==> config.mk <==
export PLATFORM = sky130hd
export DESIGN_NAME = pwm_prescaler_flat
export DESIGN_NICKNAME = d
export VERILOG_FILES = /design/src/rtl/pwm_prescaler_if.sv /design/src/rtl/pwm_prescaler.sv /design/src/flat_wrapper.sv
export SDC_FILE = /design/constraint.sdc
export NUM_CORES = 1
export LEC_CHECK = 0
export ABC_AREA = 1
export BUFFER_PORTS_ARGS = -buffer_cell sky130_fd_sc_hd__buf_2
export CAP_MARGIN = 20
export CORE_MARGIN = 5
export CORE_UTILIZATION = 35
export CTS_CLUSTER_SIZE = 25
export DETAILED_ROUTE_END_ITERATION = 8
export GPL_TIMING_DRIVEN = 0
export PLACE_DENSITY_LB_ADDON = 0.1
export SLEW_MARGIN = 20
export SYNTH_ARGS = -nofsm -noshare
export SYNTH_HDL_FRONTEND = slang
export SYNTH_SLANG_ARGS = --single-unit
export TNS_END_PERCENT = 100
==> constraint.sdc <==
create_clock -name clk_psc_i -period 2.6 [get_ports clk_psc_i]
set_input_delay 0.13 -clock clk_psc_i [delete_from_list [all_inputs] [get_ports clk_psc_i]]
set_output_delay 0.13 -clock clk_psc_i [all_outputs]
set_load 0.005 [all_outputs]
==> src/rtl/pwm_prescaler_if.sv <==
// Prescaler control/pulse bundle: the timer core drives enable, preload and update, and receives the count-enable.
// Status views psc_cnt/psc_act exist only when PSC_STATUS_EN is defined.
interface pwm_prescaler_if #(
    parameter int PSC_WIDTH = 16
);
    logic                 cen;
    logic [PSC_WIDTH-1:0] psc_preload;
    logic                 ug;
    logic                 ck_cnt;
`ifdef PSC_STATUS_EN
    logic [PSC_WIDTH-1:0] psc_cnt;
    logic [PSC_WIDTH-1:0] psc_act;

    modport master (
        output cen, psc_preload, ug,
        input  ck_cnt, psc_cnt, psc_act
    );

    modport slave (
        input  cen, psc_preload, ug,
        output ck_cnt, psc_cnt, psc_act
    );
`else
    modport master (
        output cen, psc_preload, ug,
        input  ck_cnt
    );

    modport slave (
        input  cen, psc_preload, ug,
        output ck_cnt
    );
`endif
endinterface

==> src/rtl/pwm_prescaler.sv <==
// Purpose: divides clk_psc_i by (PSC+1) with a double-buffered PSC and emits a one-cycle ck_cnt pulse.
// Latency: first pulse registered after edge PSC of an enabled run; no combinational input-to-output path.
// Backpressure: none, free-running while enabled; PSC_STATUS_EN adds live psc_cnt/psc_act register views.
module pwm_prescaler #(
    parameter int PSC_WIDTH = 16
) (
    input  logic              clk_psc_i,
    input  logic              rst_i,
    pwm_prescaler_if.slave    bus
);

    logic [PSC_WIDTH-1:0] cnt;
    logic [PSC_WIDTH-1:0] psc_act;
    logic                 ck_cnt_q;
    logic                 wrap;

    // Wrap by compare, never by overflow, so an all-ones PSC divides by 2^PSC_WIDTH.
    assign wrap = (cnt == psc_act);

    always_ff @(posedge clk_psc_i or posedge rst_i) begin
        if (rst_i) begin
            cnt      <= '0;
            psc_act  <= '0;
            ck_cnt_q <= 1'b0;
        end else if (bus.ug || !bus.cen) begin
            // Forced update and idle both restart the period and make the preload live.
            cnt      <= '0;
            psc_act  <= bus.psc_preload;
            ck_cnt_q <= 1'b0;
        end else if (wrap) begin
            cnt      <= '0;
            psc_act  <= bus.psc_preload;
            ck_cnt_q <= 1'b1;
        end else begin
            cnt      <= cnt + PSC_WIDTH'(1);
            ck_cnt_q <= 1'b0;
        end
    end

    assign bus.ck_cnt = ck_cnt_q;

`ifdef PSC_STATUS_EN
    assign bus.psc_cnt = cnt;
    assign bus.psc_act = psc_act;
`endif

endmodule

==> src/flat_wrapper.sv <==
// flat-port wrapper written by rule: the top's interface ports become plain ports
module pwm_prescaler_flat 
#(
    parameter int PSC_WIDTH = 16
)
  (clk_psc_i, rst_i, bus_cen, bus_psc_preload, bus_ug, bus_ck_cnt);
  pwm_prescaler_if #(.PSC_WIDTH(PSC_WIDTH)) bus_i ();
  input  logic clk_psc_i;
  input  logic rst_i;
  input wire logic [$bits(bus_i.cen)-1:0] bus_cen;
  input wire logic [$bits(bus_i.psc_preload)-1:0] bus_psc_preload;
  input wire logic [$bits(bus_i.ug)-1:0] bus_ug;
  output wire logic [$bits(bus_i.ck_cnt)-1:0] bus_ck_cnt;
  assign bus_i.cen = bus_cen;
  assign bus_i.psc_preload = bus_psc_preload;
  assign bus_i.ug = bus_ug;
  assign bus_ck_cnt = bus_i.ck_cnt;
  pwm_prescaler #(.PSC_WIDTH(PSC_WIDTH)) u_core (.clk_psc_i(clk_psc_i), .rst_i(rst_i), .bus(bus_i));
endmodule
==> impl_metrics.tcl <==
set metrics [dict create \
    status "completed" \
    grt_max_degree 34 \
    pin_count 21 \
    start_util_pct 36.20 \
    hold_violations 0 \
    clk_latency_ns 0.29 \
    arrival_ns 1.83 \
    grt_pass1_vias 1522 \
    n_fill_cell 556 \
    hold-worst-slack_ns 0.02465 \
    ys_warn_count 0 \
    synth_area_mm2 0.001861 \
    async_flop_share_pct 100.0 \
    drive_gt1_share_pct 16.10 \
    period_share_pct 62.00 \
    synthCells 263 \
    p_leak_nw 1.123 \
    hold_buffers 1 \
    fin_skew_ns 0.009678 \
    clk_pin_slew_ns 0.08 \
    drc_errors 0 \
    gr-total-overflow 0 \
    rr_endpoint "u_core.cnt[14]" \
    cts_made_buffers 5 \
    routedWlPerCell_um 11.57 \
    syn_nets 284 \
    core-area_mm2 0.005140 \
    drtAntennaViolNets 0 \
    vias 1612 \
    htreeDepth 2 \
    rows 26 \
    synthDistinctLibCells 22 \
    path_class "reg2reg" \
    reg2reg_depth 7 \
    ys_ff_latch 33 \
    die_y_um 82.91 \
    post-dp-hpwl_mm 3.046 \
    setup_violations 0 \
    yosysTopAreaCell "dfrtp_1" \
    antenna_found_initial 0 \
    vdd_drop_max_v 0.0002921 \
    synthTopCellsByArea "dfrtp_1 44%, nand2_1 20%, nor2_1 7.7%" \
    avgSynthCellArea_um2 7.074 \
    cts_resized 0 \
    cts_tree "done" \
    hold_depth 3 \
    detail_route.first_pass.iterations 4 \
    area_delta_synth_final_pct 17.08 \
    clock-sinks 33 \
    worst_pin_slew_ns 0.7177 \
    critPathCaptureType "flip-flop" \
    yosysTopAreaCellShare_pct 44.38 \
    rr_startpoint "u_core.cnt[0]" \
    grt_pass1_wl_mm 7.210 \
    slew_headroom_pct 52.08 \
    drv_slew 0 \
    power_density_mw_per_mm2 538.5 \
    finalCriticalPeriod_ns 1.612 \
    postCtsSetupBuffers 0 \
    hp-class "in2reg" \
    vias_per_cell 4.453 \
    gpl.final_weighted_congestion 0.8336 \
    cap_violations 0 \
    die_area_mm2 0.006874 \
    synth_seq_area_share_pct 44.38 \
    grt.total_usage_pct 13.10 \
    startpoint "u_core.cnt[0]" \
    drt_wl_total_mm 4.188 \
    r2r_setup_slack_ns 0.99 \
    dieWidth_um 82.91 \
    worstHoldStart "bus_psc_preload[2]" \
    drtIter0Drc 52 \
    rsz0062_at_grt "false" \
    worst-path-max-fanout 4 \
    tns_ns 0 \
    cts_buffer_depth 2 \
    n_antenna_cell 0 \
    fmax_ghz 0.6203 \
    design_power_total_mw 1.173 \
    port_buffers 20 \
    nNetsFinal 312 \
    worst_ep_required_time_ns 2.82 \
    synth-edff-count 0 \
    critPathLaunchType "flip-flop" \
    ys.flop_type "dfrtp_1" \
    cts-root-buf "clkbuf_8" \
    whs_endpoint "u_core.psc_act[2]" \
]
==> synth_stat cells, types with 2 or more instances <==
cell type,count
buf_4,2
dfrtp_1,33
inv_1,30
inv_2,6
nand2_1,100
nand3_1,23
nand4_1,3
nor2_1,38
nor2_2,5
nor3_1,4
xor2_1,8
==> critical path, cell delays in order (launching register included) <==
cell and delay (ns):
dfrtp_1 0.40, ha_1 0.20, nand2_1 0.09, nor3_1 0.46, nand4_1 0.15, nand2_1 0.10, nand2_1 0.06, nor2_1 0.09
==> metrics by stage <==
step                      setup slack (ns)  util [%]  instance area [µm²]  instances
after floorplan                      1.260         -                 1861        263
after global placement              0.9804     39.85                 2048        353
after detailed placement            0.9701     39.85                 2048        353
after CTS                           0.9440     42.38                 2178        362
after global routing                0.8153     42.38                 2178        362
final                               0.9879     42.38                 2178        362
==> power by group <==
part | internal (mW) | total [mW] | switching (mW)
logic | 0.0444 | 0.106 | 0.0619
registers | 0.535 | 0.555 | 0.0196
clock network | 0.312 | 0.512 | 0.200
total | 0.891 | 1.17 | 0.282
==> cell usage in the layout, fill, tap and decap left out, types with 3 or more instances in the layout <==
| cell type | count |
|---|---|
| nor2_1 | 38 |
| xor2_1 | 8 |
| nor2_2 | 5 |
| inv_1 | 29 |
| nand4_1 | 3 |
| nand2_1 | 100 |
| nand3_1 | 23 |
| inv_2 | 7 |
| dfrtp_1 | 33 |
| nor3_1 | 4 |
| buf_2 | 20 |
| clkbuf_8 | 6 |
==> state kept, by name (all words and copies together) (netlist names) <==
signal / flops
u_core.cnt: 16
u_core.psc_act: 16
u_core.bus.ck_cnt: 1
==> layout make-up <==
type                       instances  area [µm²]  area share [%]
multi-input combinational        189       849.6           39.00
sequential                        33       825.8           37.91
inverter                          36       135.1           6.203
timing repair buffer              21       110.1           5.055
tap                               70       87.58           4.021
clock buffer                       6       82.58           3.791
buffer                             5       50.05           2.298
clock inverter                     2       37.54           1.723
==> layer usage <==
metal / up-vias / global-route usage (%) / part of all wire, %
met4: 0 / 7.727 / 2.8
met1: 723 / 17.25 / 50
li1: 853 / - / -
met2: 25 / 18.95 / 43
met3: 11 / 3.762 / 4.0
met5: - / 0 / 0
==> cells by family after synthesis <==
family	count (synthesis)	synth area share [%]
and+or+nand+nor	176	39.81
buffers and inverters	41	9.953
DFF	33	44.38
xor gates and xnor gates	9	4.237
AOI/OAI and AO/OA	3	0.9411
adders and majority gates	1	0.6724
==> worst max path at each step <==
stage | endpoint | slack, ns | cells after the start
floorplan | u_core.cnt[10] | 1.26 | 7
global placement | u_core.cnt[14] | 0.98 | 8
detailed placement | u_core.cnt[14] | 0.97 | 7
CTS | u_core.cnt[14] | 0.94 | 7
global route | u_core.cnt[14] | 0.82 | 7
finish | u_core.cnt[14] | 0.99 | 7
No activity file was read; power rests on OpenSTA's default activity.
